`src/rtl/toy_bpu_tage_base_ctrl_pkg.sv`:
```
// Shared types, widths and the saturating counter helper for the TAGE base table.
package toy_bpu_tage_base_ctrl_pkg;

  localparam int TAGE_BASE_INDEX_WIDTH = 8;
  localparam int TAGE_BASE_PRED_WIDTH  = 2;

  // Weakly taken: only the MSB set.
  localparam logic [TAGE_BASE_PRED_WIDTH-1:0] TAGE_BASE_INIT_VAL =
    TAGE_BASE_PRED_WIDTH'(1) << (TAGE_BASE_PRED_WIDTH - 1);

  typedef enum logic [1:0] {
    BASE_INIT,
    BASE_IDLE,
    BASE_UPD_WR
  } tage_base_state_t;

  function automatic logic [TAGE_BASE_PRED_WIDTH-1:0] tage_sat_upd(
    input logic [TAGE_BASE_PRED_WIDTH-1:0] ctr,
    input logic                            taken
  );
    if (taken) return (&ctr) ? ctr : ctr + 1'b1;
    else       return (ctr == '0) ? ctr : ctr - 1'b1;
  endfunction

endpackage

```
`src/rtl/toy_bpu_tage_base_ctrl.sv`:
```
// Single-port arbiter for the TAGE bimodal table: init sweep, prediction reads,
// and read-then-write counter updates with a starvation guard for updates.
//
// state       | meaning
// BASE_INIT   | sweeping INIT_VAL into every entry, all requesters stalled
// BASE_IDLE   | arbitrating prediction reads and update reads
// BASE_UPD_WR | writing back the trained counter read in the previous cycle
module toy_bpu_tage_base_ctrl
  import toy_bpu_tage_base_ctrl_pkg::*;
#(
  parameter int unsigned                     STARVE_MAX = 4,
  parameter logic [TAGE_BASE_PRED_WIDTH-1:0] INIT_VAL   = TAGE_BASE_INIT_VAL
) (
  input  logic                             clk,
  input  logic                             rst_n,
  input  logic                             flush,
  output logic                             init_done,
  input  logic                             pred_req_vld,
  output logic                             pred_req_rdy,
  input  logic [TAGE_BASE_INDEX_WIDTH-1:0] pred_req_idx,
  output logic                             pred_rsp_vld,
  output logic [TAGE_BASE_PRED_WIDTH-1:0]  pred_rsp_ctr,
  output logic                             pred_rsp_taken,
  input  logic                             upd_vld,
  output logic                             upd_rdy,
  input  logic [TAGE_BASE_INDEX_WIDTH-1:0] upd_idx,
  input  logic                             upd_taken,
  output logic                             mem_req_vld,
  output logic                             mem_req_wren,
  output logic [TAGE_BASE_INDEX_WIDTH-1:0] mem_req_addr,
  output logic [TAGE_BASE_PRED_WIDTH-1:0]  mem_req_wdata,
  input  logic [TAGE_BASE_PRED_WIDTH-1:0]  mem_ack_rdata
);

  localparam int SW = (STARVE_MAX > 0) ? $clog2(STARVE_MAX + 1) : 1;
  localparam logic [SW-1:0] STARVE_LIM = SW'(STARVE_MAX);

  tage_base_state_t                 state_q, state_d;
  logic [TAGE_BASE_INDEX_WIDTH-1:0] init_ptr_q;
  logic [SW-1:0]                    starve_q;
  logic                             flush_pend_q;
  logic [TAGE_BASE_INDEX_WIDTH-1:0] upd_idx_q;
  logic                             upd_taken_q;
  logic                             pred_rsp_vld_q;
  logic                             grant_pred, grant_upd;
  logic                             enter_init;

  always_comb begin
    state_d       = state_q;
    grant_pred    = 1'b0;
    grant_upd     = 1'b0;
    mem_req_vld   = 1'b0;
    mem_req_wren  = 1'b0;
    mem_req_addr  = '0;
    mem_req_wdata = '0;
    case (state_q)
      BASE_INIT: begin
        mem_req_vld   = 1'b1;
        mem_req_wren  = 1'b1;
        mem_req_addr  = init_ptr_q;
        mem_req_wdata = INIT_VAL;
        if (!flush && (&init_ptr_q)) state_d = BASE_IDLE;
      end
      BASE_IDLE: begin
        if (flush_pend_q)                           state_d = BASE_INIT;
        else if (upd_vld && starve_q == STARVE_LIM) grant_upd = 1'b1;
        else if (pred_req_vld)                      grant_pred = 1'b1;
        else if (upd_vld)                           grant_upd = 1'b1;
        if (grant_pred) begin
          mem_req_vld  = 1'b1;
          mem_req_addr = pred_req_idx;
        end
        if (grant_upd) begin
          mem_req_vld  = 1'b1;
          mem_req_addr = upd_idx;
          state_d      = BASE_UPD_WR;
        end
      end
      BASE_UPD_WR: begin
        mem_req_vld   = 1'b1;
        mem_req_wren  = 1'b1;
        mem_req_addr  = upd_idx_q;
        mem_req_wdata = tage_sat_upd(mem_ack_rdata, upd_taken_q);
        // A flush seen during the write-back goes straight to the sweep afterwards.
        state_d       = (flush || flush_pend_q) ? BASE_INIT : BASE_IDLE;
      end
      default: state_d = BASE_INIT;
    endcase
  end

  assign enter_init = (state_d == BASE_INIT) && (state_q != BASE_INIT);

  always_ff @(posedge clk or negedge rst_n) begin
    if (!rst_n) begin
      state_q        <= BASE_INIT;
      init_ptr_q     <= '0;
      starve_q       <= '0;
      flush_pend_q   <= 1'b0;
      upd_idx_q      <= '0;
      upd_taken_q    <= 1'b0;
      pred_rsp_vld_q <= 1'b0;
    end else begin
      state_q        <= state_d;
      pred_rsp_vld_q <= grant_pred;
      if (state_q == BASE_INIT) init_ptr_q <= flush ? '0 : init_ptr_q + 1'b1;
      if (enter_init)                             flush_pend_q <= 1'b0;
      else if (flush && state_q != BASE_INIT)     flush_pend_q <= 1'b1;
      if (enter_init || grant_upd)                starve_q <= '0;
      else if (state_q == BASE_IDLE && upd_vld && starve_q != STARVE_LIM)
        starve_q <= starve_q + 1'b1;
      if (grant_upd) begin
        upd_idx_q   <= upd_idx;
        upd_taken_q <= upd_taken;
      end
    end
  end

  assign init_done      = (state_q != BASE_INIT);
  assign pred_req_rdy   = grant_pred;
  assign upd_rdy        = grant_upd;
  assign pred_rsp_vld   = pred_rsp_vld_q;
  assign pred_rsp_ctr   = pred_rsp_vld_q ? mem_ack_rdata : '0;
  assign pred_rsp_taken = pred_rsp_ctr[TAGE_BASE_PRED_WIDTH-1];

endmodule

```
`config.mk`:
```
export PLATFORM = sky130hd
export DESIGN_NAME = toy_bpu_tage_base_ctrl
export DESIGN_NICKNAME = d
export VERILOG_FILES = /design/src/rtl/toy_bpu_tage_base_ctrl_pkg.sv /design/src/rtl/toy_bpu_tage_base_ctrl.sv
export SDC_FILE = /design/constraint.sdc
export NUM_CORES = 1
export LEC_CHECK = 0
export BUFFER_PORTS_ARGS = -buffer_cell sky130_fd_sc_hd__buf_2
export CORE_UTILIZATION = 40
export CTS_BUF_LIST = sky130_fd_sc_hd__clkbuf_4
export DETAILED_ROUTE_END_ITERATION = 7
export PLACE_DENSITY = 0.7
export REMOVE_ABC_BUFFERS = 1
export SYNTH_ARGS = -nofsm -noshare
export SYNTH_HDL_FRONTEND = slang
export SYNTH_SLANG_ARGS = --single-unit
```
`constraint.sdc`:
```
create_clock -name clk -period 2.4 [get_ports clk]
set_clock_uncertainty 0.1 [all_clocks]
set_input_delay 0.72 -clock clk [delete_from_list [all_inputs] [get_ports clk]]
set_output_delay 0.72 -clock clk [all_outputs]
set_load 0.005 [all_outputs]
```
==> impl_metrics.env, run 1 <==
export IMPL_status="complete, but fails checks"
export IMPL_violations="setup timing"
export IMPL_holdCritPathClass="primary input to async pin"
export IMPL_cp_data_required_time_ns=1.58
export IMPL_cts_sinks=24
export IMPL_path_class="flip-flop to primary output"
export IMPL_dp_hpwl_mm=2.424
export IMPL_rows=21
export IMPL_total_power_mw=1.028
export IMPL_synth_area_um2=1466
export IMPL_antenna_found_initial=0
export IMPL_slew_viol_final=0
export IMPL_grt_pass1_wl_mm=5.961
export IMPL_ys_seq_area_share_pct=40.96
export IMPL_gr_usage_all_layers_pct=18.79
export IMPL_io_pins=43
export IMPL_yosysWarnings=0
export IMPL_relSlewSlack_pct=64.18
export IMPL_setup_slack_ns=-0.1695
export IMPL_drc=0
export IMPL_die_h_um=62.55
export IMPL_final_util_pct=57.25
export IMPL_finalHoldViolCount=0
export IMPL_final_nets=232
export IMPL_mostFrequentLayoutCells="buf_2 (41), dfrtp_1 (22), nor2_1 (17), buf_4 (17), mux2i_1 (10)"
export IMPL_tightest_slew_ns=0.5373
export IMPL_dieWidth_um=62.55
export IMPL_vias=1320
export IMPL_io_buffers=42
export IMPL_drt_pass1_iterations=4
export IMPL_postRouteAntennaNets=0
export IMPL_num_fill_cells=299
export IMPL_p_per_area_nw_per_um2=525.6
export IMPL_drive_gt1_share_pct=39.22
export IMPL_period_needed_ns=2.569
export IMPL_totalWireLength_mm=3.359
export IMPL_synth_seq_cells=24
export IMPL_grt_remaining_overflow=0
export IMPL_hold_worst_slack_ns=0.2684
export IMPL_finalCritPeriodShare_pct=107.1
export IMPL_final_common_cell="buf_2"
export IMPL_area_growth_pct=33.36
export IMPL_rsz0062_at_grt="yes"
export IMPL_place_congestion=0.7711
export IMPL_synth_cell_types=38
export IMPL_arrival_ns=1.75
export IMPL_path_clk_slew_ns=0.13
export IMPL_wl_per_cell_um=13.44
export IMPL_vias_per_cell=5.280
export IMPL_detailedRoute_firstIterationViolations=34
export IMPL_power_leakage_nw=0.9260
export IMPL_start_kind="flip-flop"
export IMPL_h_tree_depth=1
export IMPL_drv_cap=0
export IMPL_finalSetupViolations=8
export IMPL_hold_buffers=0
export IMPL_syn_area_per_cell_um2=10.04
export IMPL_initial_utilization_pct=42.93
export IMPL_clockRootBuffer="clkbuf_4"
export IMPL_grt_pass1_vias=1392
export IMPL_cts_tree="built"
export IMPL_cts_buffers=3
export IMPL_cp_max_fo=13
export IMPL_die_area_um2=3912
export IMPL_syn_inst=146
export IMPL_grt_max_degree=25
export IMPL_vdd_drop_max_uv=276.5
export IMPL_diodes=0
export IMPL_end_kind="primary output"
export IMPL_core_um2=3416
export IMPL_cts_max_path_buffers=2
export IMPL_max_freq_mhz=389.2
export IMPL_clkLatencyLatePin_ns=0.31
cell usage after synthesis:
cell,instances,share of area [%]
a2111oi_4,1,1.9
a21boi_1,1,0.51
a21o_1,1,0.51
a21oi_1,8,2.7
a221o_1,8,5.5
a31oi_2,1,0.85
and2_1,2,0.85
buf_2,3,1.0
buf_4,2,1.0
buf_6,1,0.77
clkbuf_1,2,0.51
dfrtp_1,24,41
ha_1,3,2.6
inv_1,4,1.0
inv_2,2,0.51
maj3_1,1,0.68
mux2_1,9,6.9
mux2i_1,10,6.8
nand2_1,9,2.3
nand2b_1,2,0.85
nand3_1,4,1.4
nand3b_1,1,0.51
nand4_1,2,0.85
nand4bb_1,1,0.77
nor2_1,17,4.4
nor2_2,1,0.43
nor2b_1,1,0.43
nor3_1,8,2.7
nor4_1,1,0.43
nor4_2,1,0.85
nor4_4,1,1.5
o21ai_1,3,1.0
o31ai_1,3,1.5
or2_1,1,0.43
or3_1,1,0.43
or4b_1,1,0.68
xnor2_1,4,2.4
xor2_1,1,0.60
path summary, 6_finish.rpt:
kind | end | cells after the start | startpoint | slack, ns
worst max-delay path | mem_req_addr[1] | 7 | starve_q[1] | -0.17
worst min register to register | upd_idx_q[5] | 1 | upd_idx_q[5] | 0.40
worst max register to register | upd_idx_q[7] | 5 | state_q[1] | 0.56
worst min-delay path | init_ptr_q[7] | 1 | rst_n | 0.27
min in group clk | upd_idx_q[5] | 1 | upd_idx_q[5] | 0.40
max in group asynchronous | flush_pend_q | 1 | rst_n | 1.54
area by class of cell:
class / count / area, um2 / area share [%]
Multi-Input combinational cell: 108 / 859.6 / 43.95
Inverter: 6 / 22.52 / 1.152
Tap cell: 46 / 57.56 / 2.943
Clock buffer: 3 / 22.52 / 1.152
Sequential cell: 24 / 603.1 / 30.84
Timing Repair Buffer: 62 / 386.6 / 19.77
Clock inverter: 1 / 3.754 / 0.1919
per-layer routing:
layer  track usage, %  wire (um)  vias up
met5                0          0        -
met2            35.19       1786       25
met4            6.977         34        0
li1                 -          -      648
met3            1.825        116        2
met1            21.86       1422      645
registers in the layout, summed over array words and instances, names as in the netlist:
name,cells
starve_q,3
upd_taken_q,1
init_ptr_q,8
state_q,2
upd_idx_q,8
pred_rsp_vld,1
flush_pend_q,1
metrics by stage:
| step | cells | instance area, um2 | worst slack, ns | setup TNS (ns) |
|---|---|---|---|---|
| floorplan | 138 | 1418 | -0.6665 | -6.464 |
| global placement | 240 | 1812 | -0.1899 | -1.544 |
| detailed placement | 240 | 1812 | -0.2346 | -1.811 |
| CTS | 249 | 1936 | -0.1593 | -1.194 |
| global route | 250 | 1956 | -0.2506 | -1.980 |
| finish | 250 | 1956 | -0.1695 | -1.300 |
logic make-up after synthesis:
kind of cell | count (synthesis) | share of synthesized area [%]
compound gates | 26 | 14.51
xor+xnor | 5 | 2.986
fa+ha+maj | 4 | 3.243
buf+inv | 14 | 4.863
flops | 24 | 40.96
mux | 19 | 13.74
simple gates | 54 | 19.71
repair_timing:
| action | 4_1_cts | 5_1_grt |
|---|---|---|
| buffers inserted | 6 | 2 |
| endpoints found under the setup margin | 10 | 11 |
| resized for setup | 12 | 3 |
| pin swaps | 12 | 1 |
worst max-delay path: stages (launching register included):
cell      delay (ns)
dfrtp_1         0.39
inv_2           0.05
ha_4            0.17
a21boi_4        0.19
nor4_4          0.06
buf_12          0.15
a221o_1         0.31
buf_2           0.13
power by group:
group	switching, mW	internal, mW	leakage (nW)	total [mW]
logic	0.131	0.180	0.593	0.311
registers	0.0643	0.477	0.317	0.541
clock network	0.115	0.0607	0.0154	0.176
No activity file was read; power rests on OpenSTA's default activity.
==> run 2, diff against run 1 <==
--- a/config.mk
+++ b/config.mk
@@ -9,7 +9,7 @@
 export CORE_UTILIZATION = 40
 export CTS_BUF_LIST = sky130_fd_sc_hd__clkbuf_4
 export DETAILED_ROUTE_END_ITERATION = 7
-export PLACE_DENSITY = 0.7
+export PLACE_DENSITY_LB_ADDON = 0.12
 export REMOVE_ABC_BUFFERS = 1
 export SYNTH_ARGS = -nofsm -noshare
 export SYNTH_HDL_FRONTEND = slang
==> impl_metrics.env, run 2 (synthesized netlist as in run 1, its figures left out) <==
export IMPL_grt_max_degree=25
export IMPL_clkLatencyLatePin_ns=0.30
export IMPL_end_kind="primary output"
export IMPL_wl_per_cell_um=14.36
export IMPL_mostFrequentLayoutCells="buf_2 (42), dfrtp_1 (22), buf_4 (20), nor2_1 (17), mux2i_1 (10)"
export IMPL_die_h_um=62.55
export IMPL_power_leakage_nw=0.9414
export IMPL_final_common_cell="buf_2"
export IMPL_violations="setup timing"
export IMPL_relSlewSlack_pct=62.91
export IMPL_finalSetupViolations=8
export IMPL_rows=21
export IMPL_gr_usage_all_layers_pct=19.98
export IMPL_cts_buffers=3
export IMPL_dp_hpwl_mm=2.731
export IMPL_cts_sinks=24
export IMPL_io_buffers=42
export IMPL_start_kind="flip-flop"
export IMPL_core_um2=3416
export IMPL_path_clk_slew_ns=0.13
export IMPL_postRouteAntennaNets=0
export IMPL_die_area_um2=3912
export IMPL_finalHoldViolCount=0
export IMPL_r2r_slack_ns=0.59
export IMPL_drc=0
export IMPL_tightest_slew_ns=0.5564
export IMPL_period_needed_ns=2.592
export IMPL_cp_data_required_time_ns=1.58
export IMPL_placed_cell_area_um2=1827
export IMPL_clockRootBuffer="clkbuf_4"
export IMPL_cts_tree="built"
export IMPL_rsz0062_at_grt="yes"
export IMPL_final_util_pct=57.62
export IMPL_dieWidth_um=62.55
export IMPL_io_pins=43
export IMPL_hold_buffers=0
export IMPL_h_tree_depth=1
export IMPL_reg_top3="init_ptr_q x8, upd_idx_q x8, starve_q x3"
export IMPL_cp_startpoint="starve_q[0]"
export IMPL_finalCritPeriodShare_pct=108.0
export IMPL_detailedRoute_firstIterationViolations=44
export IMPL_drive_gt1_share_pct=40.10
export IMPL_cp_max_fo=6
export IMPL_design_area_um2=1968
export IMPL_hold_worst_slack_ns=0.2830
export IMPL_arrival_ns=1.77
export IMPL_path_class="flip-flop to primary output"
export IMPL_totalWireLength_mm=3.634
export IMPL_place_congestion=0.7434
export IMPL_vdd_drop_max_uv=309.4
export IMPL_fin_setup_tns_ns=-1.376
export IMPL_pre_cts_slack_ns=-0.2755
export IMPL_cts_max_path_buffers=2
export IMPL_area_growth_pct=34.22
export IMPL_grt_pass1_wl_mm=6.168
export IMPL_vias=1338
export IMPL_diodes=0
export IMPL_setup_slack_ns=-0.1922
export IMPL_antenna_found_initial=0
export IMPL_fin_cells=253
export IMPL_r2r_end="starve_q[0]"
export IMPL_status="complete, but fails checks"
export IMPL_dp_cells=242
export IMPL_final_nets=235
export IMPL_initial_utilization_pct=42.93
export IMPL_r2r_start="state_q[0]"
export IMPL_holdCritPathClass="primary input to async pin"
export IMPL_p_per_area_nw_per_um2=545.7
export IMPL_vias_per_cell=5.289
export IMPL_drv_cap=0
export IMPL_cp_endpoint="mem_req_addr[2]"
export IMPL_reg2reg_depth=5
export IMPL_grt_remaining_overflow=0
export IMPL_drt_pass1_iterations=4
export IMPL_slew_viol_final=0
export IMPL_max_freq_mhz=385.8
export IMPL_total_power_mw=1.074
export IMPL_grt_pass1_vias=1347
==> run 2: how the worst min path moves through the flow <==
stage	start	endpoint	slack, ns	depth (start not counted)
finish	rst_n	init_ptr_q[1]	0.28	1
global route	rst_n	upd_idx_q[1]	0.30	1
CTS	rst_n	init_ptr_q[1]	0.28	1
detailed placement	upd_idx_q[7]	upd_idx_q[7]	0.38	1
global placement	upd_idx_q[7]	upd_idx_q[7]	0.38	1
floorplan	rst_n	flush_pend_q	0.32	0
==> run 2: repair_timing <==
action                     CTS  global route
setup buffers                5             3
hold endpoints to repair     0             0
setup endpoints to repair   10            10
pin swaps                    9             1
resized for setup           13             2
==> run 2: worst max-delay path, cell delays in order, from the launching register on <==
cell	delay, ns
dfrtp_1	0.40
inv_2	0.07
ha_4	0.17
a21boi_4	0.16
nor4_4	0.05
buf_4	0.16
a221o_1	0.33
buf_2	0.13
==> run 2: cell type report <==
class / count / area, um2
multi-input cells: 108 / 864.6
clock buffers: 3 / 22.52
fillers: 322 / 1448
repair buffers: 65 / 394.1
clock inverters: 1 / 3.754
inverters: 6 / 22.52
well taps: 46 / 57.56
flip-flops and latches: 24 / 603.1
==> run 2: routing by layer <==
layer / share of wire (%) / up-vias / wire length, um / global-route usage (%)
met1: 43 / 644 / 1549 / 23.07
met4: 2.0 / 0 / 74 / 9.012
met3: 3.4 / 8 / 122 / 2.555
li1: - / 654 / - / -
met5: 0 / - / 0 / 0
met2: 52 / 32 / 1888 / 36.41
==> run 2: power by group <==
group	total, mW	internal (mW)	leakage, nW	switching (mW)
combinational	0.357	0.208	0.609	0.149
clock	0.174	0.0606	0.0154	0.114
sequential	0.543	0.477	0.317	0.0665
